File: src/rtl/axi_pkg.sv
// axi_pkg: AXI response/burst codes and the initiator FSM state encoding.
//   Shared by axi_single_master, axi_mst_watchdog users and the bench.
package axi_pkg;
    localparam logic [1:0] AXI_RESP_OKAY   = 2'b00;
    localparam logic [1:0] AXI_RESP_EXOKAY = 2'b01;
    localparam logic [1:0] AXI_RESP_SLVERR = 2'b10;
    localparam logic [1:0] AXI_RESP_DECERR = 2'b11;
    localparam logic [1:0] AXI_BURST_INCR  = 2'b01;
    typedef enum logic [2:0] {ST_IDLE, ST_WR, ST_BW, ST_RD, ST_RW, ST_RSP} mst_state_e;
    function automatic logic is_busy(mst_state_e s);
        return s inside {ST_WR, ST_BW, ST_RD, ST_RW};
    endfunction
endpackage

File: src/rtl/axi_single_master_if.sv
// axi_single_master_if: AXI4 bus bundle between one initiator and one target.
//   Parameters ADDR_W/ID_W/DATA_W size the address, ID and data fields.
//   modport master: drives AW/W/AR payload+valid, bready, rready.
//   modport slave : drives awready/wready/arready, B and R channels.
interface axi_single_master_if #(
    parameter int ADDR_W = 32,
    parameter int ID_W   = 8,
    parameter int DATA_W = 64
);
    logic              awvalid, awready, awlock;
    logic [ADDR_W-1:0] awaddr;
    logic [7:0]        awlen;
    logic [2:0]        awsize, awprot;
    logic [1:0]        awburst;
    logic [3:0]        awcache, awqos, awregion;
    logic [ID_W-1:0]   awid;
    logic                wvalid, wready, wlast;
    logic [DATA_W-1:0]   wdata;
    logic [DATA_W/8-1:0] wstrb;
    logic            bvalid, bready;
    logic [ID_W-1:0] bid;
    logic [1:0]      bresp;
    logic              arvalid, arready, arlock;
    logic [ADDR_W-1:0] araddr;
    logic [7:0]        arlen;
    logic [2:0]        arsize, arprot;
    logic [1:0]        arburst;
    logic [3:0]        arcache, arqos, arregion;
    logic [ID_W-1:0]   arid;
    logic              rvalid, rready, rlast;
    logic [ID_W-1:0]   rid;
    logic [1:0]        rresp;
    logic [DATA_W-1:0] rdata;
    modport master (
        output awvalid, awaddr, awlen, awsize, awburst, awlock, awcache, awprot, awqos, awregion, awid,
        input  awready,
        output wvalid, wdata, wstrb, wlast,
        input  wready,
        input  bvalid, bid, bresp,
        output bready,
        output arvalid, araddr, arlen, arsize, arburst, arlock, arcache, arprot, arqos, arregion, arid,
        input  arready,
        input  rvalid, rid, rresp, rdata, rlast,
        output rready
    );
    modport slave (
        input  awvalid, awaddr, awlen, awsize, awburst, awlock, awcache, awprot, awqos, awregion, awid,
        output awready,
        input  wvalid, wdata, wstrb, wlast,
        output wready,
        output bvalid, bid, bresp,
        input  bready,
        input  arvalid, araddr, arlen, arsize, arburst, arlock, arcache, arprot, arqos, arregion, arid,
        output arready,
        output rvalid, rid, rresp, rdata, rlast,
        input  rready
    );
endinterface

File: src/rtl/axi_mst_watchdog.sv
// axi_mst_watchdog: cycle counter that flags a transaction stuck for TIMEOUT cycles.
//   clk, rst : clock, synchronous active-high reset
//   clear    : hold the count at zero (initiator not busy)
//   run      : count one per cycle
//   expire   : run is high and the count has reached TIMEOUT-1
module axi_mst_watchdog #(
    parameter int TIMEOUT = 1024
) (
    input  logic clk,
    input  logic rst,
    input  logic clear,
    input  logic run,
    output logic expire
);
    logic [15:0] cnt;
    assign expire = run && cnt >= 16'(TIMEOUT - 1);
    // Saturates at the limit so a partial handshake on the expiry cycle cannot wrap it.
    always_ff @(posedge clk) begin
        if (rst || clear)
            cnt <= '0;
        else if (run && !expire)
            cnt <= cnt + 16'd1;
    end
endmodule

File: src/rtl/axi_single_master.sv
// axi_single_master: single-outstanding AXI4 initiator turning a valid/ready request
//   into one-beat reads/writes and returning the response on a valid/ready port.
//   clk, rst                 : clock, synchronous active-high reset
//   req_valid/req_ready      : request handshake; req_write/addr/size/wdata/wstrb captured on accept
//   rsp_valid/rsp_ready      : response handshake; rsp_resp, rsp_rdata (0 for writes)
//   axi (master modport)     : AXI4 AW/W/B/AR/R channels
//   Optional macro AXI_MST_TIMEOUT_EN adds a TIMEOUT-cycle watchdog that answers DECERR
//   and then refuses further requests until reset.
module axi_single_master
    import axi_pkg::*;
#(
    parameter int                AXI_ADDR_W = 32,
    parameter int                AXI_ID_W   = 8,
    parameter int                AXI_DATA_W = 64,
    parameter logic [AXI_ID_W-1:0] AXI_ID   = '0,
    parameter int                TIMEOUT    = 1024
) (
    input  logic                    clk,
    input  logic                    rst,
    input  logic                    req_valid,
    output logic                    req_ready,
    input  logic                    req_write,
    input  logic [AXI_ADDR_W-1:0]   req_addr,
    input  logic [2:0]              req_size,
    input  logic [AXI_DATA_W-1:0]   req_wdata,
    input  logic [AXI_DATA_W/8-1:0] req_wstrb,
    output logic                    rsp_valid,
    input  logic                    rsp_ready,
    output logic [1:0]              rsp_resp,
    output logic [AXI_DATA_W-1:0]   rsp_rdata,
    axi_single_master_if.master     axi
);
    mst_state_e state, state_d;
    logic [AXI_ADDR_W-1:0]   addr, addr_d;
    logic [2:0]              size, size_d;
    logic [AXI_DATA_W-1:0]   wdata, wdata_d, rsp_rdata_d;
    logic [AXI_DATA_W/8-1:0] wstrb, wstrb_d;
    logic awvalid, wvalid, arvalid, bready, rready, dead;
    logic awvalid_d, wvalid_d, arvalid_d, bready_d, rready_d, dead_d, rsp_valid_d;
    logic [1:0] rsp_resp_d;
    logic hs, expire;
`ifdef AXI_MST_TIMEOUT_EN
    axi_mst_watchdog #(.TIMEOUT(TIMEOUT)) u_watchdog (
        .clk    (clk),
        .rst    (rst),
        .clear  (!is_busy(state)),
        .run    (is_busy(state)),
        .expire (expire)
    );
`else
    logic unused;
    assign expire = 1'b0;
    assign unused = ^{axi.bid, axi.rid, axi.rlast, 32'(TIMEOUT)};
`endif
`ifdef AXI_MST_TIMEOUT_EN
    logic unused;
    assign unused = ^{axi.bid, axi.rid, axi.rlast};
`endif
    assign req_ready    = state == ST_IDLE && !dead;
    assign axi.awvalid  = awvalid;
    assign axi.awaddr   = addr;
    assign axi.awlen    = '0;
    assign axi.awsize   = size;
    assign axi.awburst  = AXI_BURST_INCR;
    assign axi.awlock   = 1'b0;
    assign axi.awcache  = '0;
    assign axi.awprot   = '0;
    assign axi.awqos    = '0;
    assign axi.awregion = '0;
    assign axi.awid     = AXI_ID;
    assign axi.wvalid   = wvalid;
    assign axi.wdata    = wdata;
    assign axi.wstrb    = wstrb;
    assign axi.wlast    = 1'b1;
    assign axi.bready   = bready;
    assign axi.arvalid  = arvalid;
    assign axi.araddr   = addr;
    assign axi.arlen    = '0;
    assign axi.arsize   = size;
    assign axi.arburst  = AXI_BURST_INCR;
    assign axi.arlock   = 1'b0;
    assign axi.arcache  = '0;
    assign axi.arprot   = '0;
    assign axi.arqos    = '0;
    assign axi.arregion = '0;
    assign axi.arid     = AXI_ID;
    assign axi.rready   = rready;
    always_comb begin
        state_d     = state;
        addr_d      = addr;
        size_d      = size;
        wdata_d     = wdata;
        wstrb_d     = wstrb;
        awvalid_d   = awvalid;
        wvalid_d    = wvalid;
        arvalid_d   = arvalid;
        bready_d    = bready;
        rready_d    = rready;
        rsp_valid_d = rsp_valid;
        rsp_resp_d  = rsp_resp;
        rsp_rdata_d = rsp_rdata;
        dead_d      = dead;
        hs = (awvalid & axi.awready) | (wvalid & axi.wready) | (arvalid & axi.arready) |
             (bready & axi.bvalid) | (rready & axi.rvalid);
        case (state)
            ST_IDLE: if (req_valid && req_ready) begin
                state_d   = req_write ? ST_WR : ST_RD;
                addr_d    = req_addr;
                size_d    = req_size;
                wdata_d   = req_wdata;
                wstrb_d   = req_wstrb;
                awvalid_d = req_write;
                wvalid_d  = req_write;
                arvalid_d = !req_write;
            end
            // AW and W retire independently; BW once neither is still pending.
            ST_WR: begin
                awvalid_d = awvalid & ~axi.awready;
                wvalid_d  = wvalid & ~axi.wready;
                if (!awvalid_d && !wvalid_d) begin
                    state_d  = ST_BW;
                    bready_d = 1'b1;
                end
            end
            ST_BW: if (axi.bvalid) begin
                state_d     = ST_RSP;
                bready_d    = 1'b0;
                rsp_valid_d = 1'b1;
                rsp_resp_d  = axi.bresp;
                rsp_rdata_d = '0;
            end
            ST_RD: if (axi.arready) begin
                state_d   = ST_RW;
                arvalid_d = 1'b0;
                rready_d  = 1'b1;
            end
            ST_RW: if (axi.rvalid) begin
                state_d     = ST_RSP;
                rready_d    = 1'b0;
                rsp_valid_d = 1'b1;
                rsp_resp_d  = axi.rresp;
                rsp_rdata_d = axi.rdata;
            end
            ST_RSP: if (rsp_ready) begin
                state_d     = ST_IDLE;
                rsp_valid_d = 1'b0;
            end
            default: state_d = ST_IDLE;
        endcase
        // A handshake on the expiry cycle wins; the stuck transaction is abandoned otherwise.
        if (expire && !hs) begin
            state_d     = ST_RSP;
            awvalid_d   = 1'b0;
            wvalid_d    = 1'b0;
            arvalid_d   = 1'b0;
            bready_d    = 1'b0;
            rready_d    = 1'b0;
            rsp_valid_d = 1'b1;
            rsp_resp_d  = AXI_RESP_DECERR;
            rsp_rdata_d = '0;
            dead_d      = 1'b1;
        end
    end
    always_ff @(posedge clk) begin
        if (rst) begin
            state     <= ST_IDLE;
            addr      <= '0;
            size      <= '0;
            wdata     <= '0;
            wstrb     <= '0;
            awvalid   <= 1'b0;
            wvalid    <= 1'b0;
            arvalid   <= 1'b0;
            bready    <= 1'b0;
            rready    <= 1'b0;
            rsp_valid <= 1'b0;
            rsp_resp  <= AXI_RESP_OKAY;
            rsp_rdata <= '0;
            dead      <= 1'b0;
        end else begin
            state     <= state_d;
            addr      <= addr_d;
            size      <= size_d;
            wdata     <= wdata_d;
            wstrb     <= wstrb_d;
            awvalid   <= awvalid_d;
            wvalid    <= wvalid_d;
            arvalid   <= arvalid_d;
            bready    <= bready_d;
            rready    <= rready_d;
            rsp_valid <= rsp_valid_d;
            rsp_resp  <= rsp_resp_d;
            rsp_rdata <= rsp_rdata_d;
            dead      <= dead_d;
        end
    end
endmodule

File: src/flat_wrapper.sv
// flat-port wrapper written by rule: the top's interface ports become plain ports
module axi_single_master_flat import axi_pkg::*;
#(
    parameter int                AXI_ADDR_W = 32,
    parameter int                AXI_ID_W   = 8,
    parameter int                AXI_DATA_W = 64,
    parameter logic [AXI_ID_W-1:0] AXI_ID   = '0,
    parameter int                TIMEOUT    = 1024
)
  (clk, rst, req_valid, req_ready, req_write, req_addr, req_size, req_wdata, req_wstrb, rsp_valid, rsp_ready, rsp_resp, rsp_rdata, axi_awvalid, axi_awaddr, axi_awlen, axi_awsize, axi_awburst, axi_awlock, axi_awcache, axi_awprot, axi_awqos, axi_awregion, axi_awid, axi_awready, axi_wvalid, axi_wdata, axi_wstrb, axi_wlast, axi_wready, axi_bvalid, axi_bid, axi_bresp, axi_bready, axi_arvalid, axi_araddr, axi_arlen, axi_arsize, axi_arburst, axi_arlock, axi_arcache, axi_arprot, axi_arqos, axi_arregion, axi_arid, axi_arready, axi_rvalid, axi_rid, axi_rresp, axi_rdata, axi_rlast, axi_rready);
  axi_single_master_if #(.ADDR_W(32), .ID_W(8), .DATA_W(64)) axi_i ();
  input  logic clk;
  input  logic rst;
  input  logic req_valid;
  output logic req_ready;
  input  logic req_write;
  input  logic [AXI_ADDR_W-1:0] req_addr;
  input  logic [2:0] req_size;
  input  logic [AXI_DATA_W-1:0] req_wdata;
  input  logic [AXI_DATA_W/8-1:0] req_wstrb;
  output logic rsp_valid;
  input  logic rsp_ready;
  output logic [1:0] rsp_resp;
  output logic [AXI_DATA_W-1:0] rsp_rdata;
  output wire logic [$bits(axi_i.awvalid)-1:0] axi_awvalid;
  output wire logic [$bits(axi_i.awaddr)-1:0] axi_awaddr;
  output wire logic [$bits(axi_i.awlen)-1:0] axi_awlen;
  output wire logic [$bits(axi_i.awsize)-1:0] axi_awsize;
  output wire logic [$bits(axi_i.awburst)-1:0] axi_awburst;
  output wire logic [$bits(axi_i.awlock)-1:0] axi_awlock;
  output wire logic [$bits(axi_i.awcache)-1:0] axi_awcache;
  output wire logic [$bits(axi_i.awprot)-1:0] axi_awprot;
  output wire logic [$bits(axi_i.awqos)-1:0] axi_awqos;
  output wire logic [$bits(axi_i.awregion)-1:0] axi_awregion;
  output wire logic [$bits(axi_i.awid)-1:0] axi_awid;
  input wire logic [$bits(axi_i.awready)-1:0] axi_awready;
  output wire logic [$bits(axi_i.wvalid)-1:0] axi_wvalid;
  output wire logic [$bits(axi_i.wdata)-1:0] axi_wdata;
  output wire logic [$bits(axi_i.wstrb)-1:0] axi_wstrb;
  output wire logic [$bits(axi_i.wlast)-1:0] axi_wlast;
  input wire logic [$bits(axi_i.wready)-1:0] axi_wready;
  input wire logic [$bits(axi_i.bvalid)-1:0] axi_bvalid;
  input wire logic [$bits(axi_i.bid)-1:0] axi_bid;
  input wire logic [$bits(axi_i.bresp)-1:0] axi_bresp;
  output wire logic [$bits(axi_i.bready)-1:0] axi_bready;
  output wire logic [$bits(axi_i.arvalid)-1:0] axi_arvalid;
  output wire logic [$bits(axi_i.araddr)-1:0] axi_araddr;
  output wire logic [$bits(axi_i.arlen)-1:0] axi_arlen;
  output wire logic [$bits(axi_i.arsize)-1:0] axi_arsize;
  output wire logic [$bits(axi_i.arburst)-1:0] axi_arburst;
  output wire logic [$bits(axi_i.arlock)-1:0] axi_arlock;
  output wire logic [$bits(axi_i.arcache)-1:0] axi_arcache;
  output wire logic [$bits(axi_i.arprot)-1:0] axi_arprot;
  output wire logic [$bits(axi_i.arqos)-1:0] axi_arqos;
  output wire logic [$bits(axi_i.arregion)-1:0] axi_arregion;
  output wire logic [$bits(axi_i.arid)-1:0] axi_arid;
  input wire logic [$bits(axi_i.arready)-1:0] axi_arready;
  input wire logic [$bits(axi_i.rvalid)-1:0] axi_rvalid;
  input wire logic [$bits(axi_i.rid)-1:0] axi_rid;
  input wire logic [$bits(axi_i.rresp)-1:0] axi_rresp;
  input wire logic [$bits(axi_i.rdata)-1:0] axi_rdata;
  input wire logic [$bits(axi_i.rlast)-1:0] axi_rlast;
  output wire logic [$bits(axi_i.rready)-1:0] axi_rready;
  assign axi_awvalid = axi_i.awvalid;
  assign axi_awaddr = axi_i.awaddr;
  assign axi_awlen = axi_i.awlen;
  assign axi_awsize = axi_i.awsize;
  assign axi_awburst = axi_i.awburst;
  assign axi_awlock = axi_i.awlock;
  assign axi_awcache = axi_i.awcache;
  assign axi_awprot = axi_i.awprot;
  assign axi_awqos = axi_i.awqos;
  assign axi_awregion = axi_i.awregion;
  assign axi_awid = axi_i.awid;
  assign axi_i.awready = axi_awready;
  assign axi_wvalid = axi_i.wvalid;
  assign axi_wdata = axi_i.wdata;
  assign axi_wstrb = axi_i.wstrb;
  assign axi_wlast = axi_i.wlast;
  assign axi_i.wready = axi_wready;
  assign axi_i.bvalid = axi_bvalid;
  assign axi_i.bid = axi_bid;
  assign axi_i.bresp = axi_bresp;
  assign axi_bready = axi_i.bready;
  assign axi_arvalid = axi_i.arvalid;
  assign axi_araddr = axi_i.araddr;
  assign axi_arlen = axi_i.arlen;
  assign axi_arsize = axi_i.arsize;
  assign axi_arburst = axi_i.arburst;
  assign axi_arlock = axi_i.arlock;
  assign axi_arcache = axi_i.arcache;
  assign axi_arprot = axi_i.arprot;
  assign axi_arqos = axi_i.arqos;
  assign axi_arregion = axi_i.arregion;
  assign axi_arid = axi_i.arid;
  assign axi_i.arready = axi_arready;
  assign axi_i.rvalid = axi_rvalid;
  assign axi_i.rid = axi_rid;
  assign axi_i.rresp = axi_rresp;
  assign axi_i.rdata = axi_rdata;
  assign axi_i.rlast = axi_rlast;
  assign axi_rready = axi_i.rready;
  axi_single_master #(.AXI_ADDR_W(AXI_ADDR_W), .AXI_ID_W(AXI_ID_W), .AXI_DATA_W(AXI_DATA_W), .AXI_ID(AXI_ID), .TIMEOUT(TIMEOUT)) u_core (.clk(clk), .rst(rst), .req_valid(req_valid), .req_ready(req_ready), .req_write(req_write), .req_addr(req_addr), .req_size(req_size), .req_wdata(req_wdata), .req_wstrb(req_wstrb), .rsp_valid(rsp_valid), .rsp_ready(rsp_ready), .rsp_resp(rsp_resp), .rsp_rdata(rsp_rdata), .axi(axi_i));
endmodule
File: config.mk
export PLATFORM = sky130hd
export DESIGN_NAME = axi_single_master_flat
export DESIGN_NICKNAME = d
export VERILOG_FILES = /design/src/rtl/axi_pkg.sv /design/src/rtl/axi_single_master_if.sv /design/src/rtl/axi_mst_watchdog.sv /design/src/rtl/axi_single_master.sv /design/src/flat_wrapper.sv
export SDC_FILE = /design/constraint.sdc
export NUM_CORES = 1
export LEC_CHECK = 0
export CAP_MARGIN = 30
export CORE_AREA = 4 4 184 186
export CTS_BUF_LIST = sky130_fd_sc_hd__clkbuf_16
export DETAILED_ROUTE_END_ITERATION = 10
export DIE_AREA = 0 0 188 190
export PLACE_DENSITY = 0.58
export SETUP_SLACK_MARGIN = 0.4
export SLEW_MARGIN = 30
export SYNTH_ARGS = -nofsm -noshare
export SYNTH_HDL_FRONTEND = slang
export SYNTH_SLANG_ARGS = --single-unit
File: constraint.sdc
create_clock -name clk -period 2.12 [get_ports clk]
set_input_delay 0.53 -clock clk [delete_from_list [all_inputs] [get_ports clk]]
set_output_delay 0.53 -clock clk [all_outputs]
set_load 0.05 [all_outputs]
==> flow_summary.toml <==
[floorplanning]
die_width_um = 188
io_pins = 486
placementRows = 66
die_h_um = 190
die-area_um2 = 35720
core_area_um2 = 32290
initial_core_util_pct = 24.23

[clock_network]
cts_sinks = 182
clock_latency_ns = 0.44
cts_buffers = 17
clk_pin_slew_worst_paths_ns = 0.07
ctsHoldBuffers = 0
clockBufferDepth = 2
cts_max_level = 4
cts-root-buf = "clkbuf_16"
cts_tree = "built"

[drt]
wl_met1_mm = 10.42
drc_errors = 0
firstDrtPassIters = 5
vias_per_cell = 4.068
met3_length_mm = 2.570
routedWlPerCell_um = 15.41
postRouteWirelength_mm = 26.71
drtIter0Drc = 236
dr.max_layer_used = "met4"
vias = 7049
wl_met2_mm = 13.24
detail-route-antenna-nets = 0

[finish]
fin_util_pct = 36.39
final_nets = 1479
multi_input_area_um2 = 3312
fin_cells = 1733
syn_to_final_growth_pct = 50.18
layout.area.seq_um2 = 3650
final_layout_size_suffix_gt1_share_pct = 23.57
fill_cells = 3401

[logic_synthesis]
synth_edf_count = 0
synth_top_area_share_pct = 46.56
netlist_area_um2 = 7825
synth_cell_type_count = 32
synth_seq_cells = 182
ys_seq_area_share_pct = 46.56
synth_most_common_cell = "nand2_1"
synth_flop_cell = "dfxtp_1"
synth_area_leaders = "dfxtp_1 47%, buf_4 11%, nand2_1 11%, mux2i_1 9.0%, a21oi_1 7.3%"
synth_warnings = 0
ys_top_cells_by_count = "220 x nand2_1, 182 x dfxtp_1, 114 x a21oi_1"
syn_area_per_cell_um2 = 8.505
netlist_instances = 920
async_flop_share_pct = 0
yosys.area.top_type = "dfxtp_1"

[placement]
dp_hpwl_mm = 19.15
placed_cells = 1692
place_ws_ns = -0.03039
gp_congestion = 0.7536
portBuffers = 399

[critical_path]
crit_arrival_ns = 1.23
cp-start-kind = "register"
cp.required_ns = 1.59
cp-end-kind = "primary output"
critical_path_peak_fanout = 2
crit_type = "register to primary output"

[global_routing]
grt_antenna_before_repair = 1
grtUsageTotal_pct = 13.75
grt_pass1_wl_mm = 38.88
grt_max_degree = 68
grt_overflow_total = 0
grt_pass1_vias = 6863

[sta]
fin_crit_sh_pct = 82.83
hold_violations = 0
rsz0062_at_grt = "yes"
postLayoutSetupSlackWorst_ns = 0.3641
fmax_mhz = 569.5
setup_viol = 0
slew_violations = 0
period_needed_ns = 1.756
clock-skew-final_ns = 0.006455

[pwr]
p_sw_w = 0.006216
powerDensity_nw_per_um2 = 1200
combPwrFrac_pct = 46.4
swShare_pct = 44.09
finalPower_w = 0.01410
clockPowerShare_pct = 23.6
seq_power_share_pct = 30.0
ir_drop_mv = 0.8639
power.leakage_nw = 5.082
p_int_w = 0.007882

[run_status]
outcome = "complete, no violations"

[worst_hold_path]
hp-class = "register to register"

[job]
maxCapViolCount = 0
[through the flow]
stage	area, um^2	hold slack (ns)	TNS, ns
6_report	11750	0.4508	0
3_5_place_dp	11810	0.4455	-0.1025
4_1_cts	11850	0.4308	0
5_1_grt	11750	0.4515	0
3_3_place_gp	11810	0.4416	-0.1017
2_1_floorplan	8088	0.6419	0
[registers in the layout (all words and copies together), names as in the netlist]
| register | cells |
|---|---|
| u_core.axi.wdata | 64 |
| u_core.rsp_rdata | 64 |
| u_core.axi.araddr | 32 |
| u_core.axi.wstrb | 8 |
| u_core.axi.arsize | 3 |
| u_core.state | 3 |
| u_core.rsp_resp | 2 |
| u_core.axi.arvalid | 1 |
| u_core.axi.awvalid | 1 |
| u_core.axi.bready | 1 |
| u_core.axi.rready | 1 |
| u_core.axi.wvalid | 1 |
| u_core.rsp_valid | 1 |
[path summary, 6_finish.rpt]
check | startpoint | to | slack (ns) | depth (start not counted)
worst max-delay path | u_core.state[1] | req_ready | 0.36 | 2
worst min-delay path | u_core.axi.wdata[0] | u_core.axi.wdata[0] | 0.45 | 2
worst max register to register | u_core.state[1] | u_core.rsp_rdata[8] | 0.41 | 7
worst min register to register | u_core.axi.wdata[0] | u_core.axi.wdata[0] | 0.45 | 2
[cells in the final DEF (no fill, tap or decap), drive strengths merged, types with 2 or more instances in the layout]
cell type        n
o211ai           3
nor3b            2
and2            65
clkdlybuf4s18    4
clkdlybuf4s50  183
nand2          220
nand3            2
clkdlybuf4s15    5
nor2            71
a211oi           2
inv             11
clkbuf          22
buf            240
nand3b           2
nor3             2
clkinvlp         3
conb            69
a21oi          114
mux2i           70
bufinv           3
clkinv           4
dfxtp          182
[repair_timing]
item / in CTS / in global routing
gates resized for setup: 831 / 88
pin swaps: 1 / 1
buffers inserted: 1 / 2
cloned: 0 / 5
setup endpoints to repair: 192 / 72
[logic make-up after synthesis]
logic type | share of synthesized area, %
compound gates | 8.507
buf+inv | 15.32
flops | 46.56
mux | 8.954
other cells | 0.09597
simple gates | 20.56
[layout make-up]
cell class | count | area share (%)
Tap cell | 442 | 4.706
Inverter | 6 | 0.1917
Timing Repair Buffer | 437 | 30.70
Multi-Input combinational cell | 633 | 28.18
Clock inverter | 15 | 1.523
Antenna cell | 1 | 0.02129
Clock buffer | 17 | 3.620
Sequential cell | 182 | 31.06
[worst max-delay path, stage by stage, from the launching register on]
cell and delay (ns):
dfxtp_4 0.36, nor3_4 0.25, buf_12 0.17
[per-layer routing]
| layer | GRT usage [%] | up-vias |
|---|---|---|
| met5 | 0 | - |
| met4 | 4.630 | 0 |
| met3 | 6.679 | 28 |
| met2 | 23.36 | 305 |
| met1 | 15.07 | 3232 |
| li1 | - | 3484 |
[power groups by stage]
stage	clock network (W)	registers [W]	logic, W
global route	0.00361	0.00431	0.00698
detailed placement	0	0.00435	0.00681
floorplan	0	0.00588	0.00324
finish	0.00332	0.00424	0.00654
global placement	0	0.00432	0.00679
CTS	0.00347	0.00425	0.00652
Note: power is estimated with default switching activity, not from simulation.
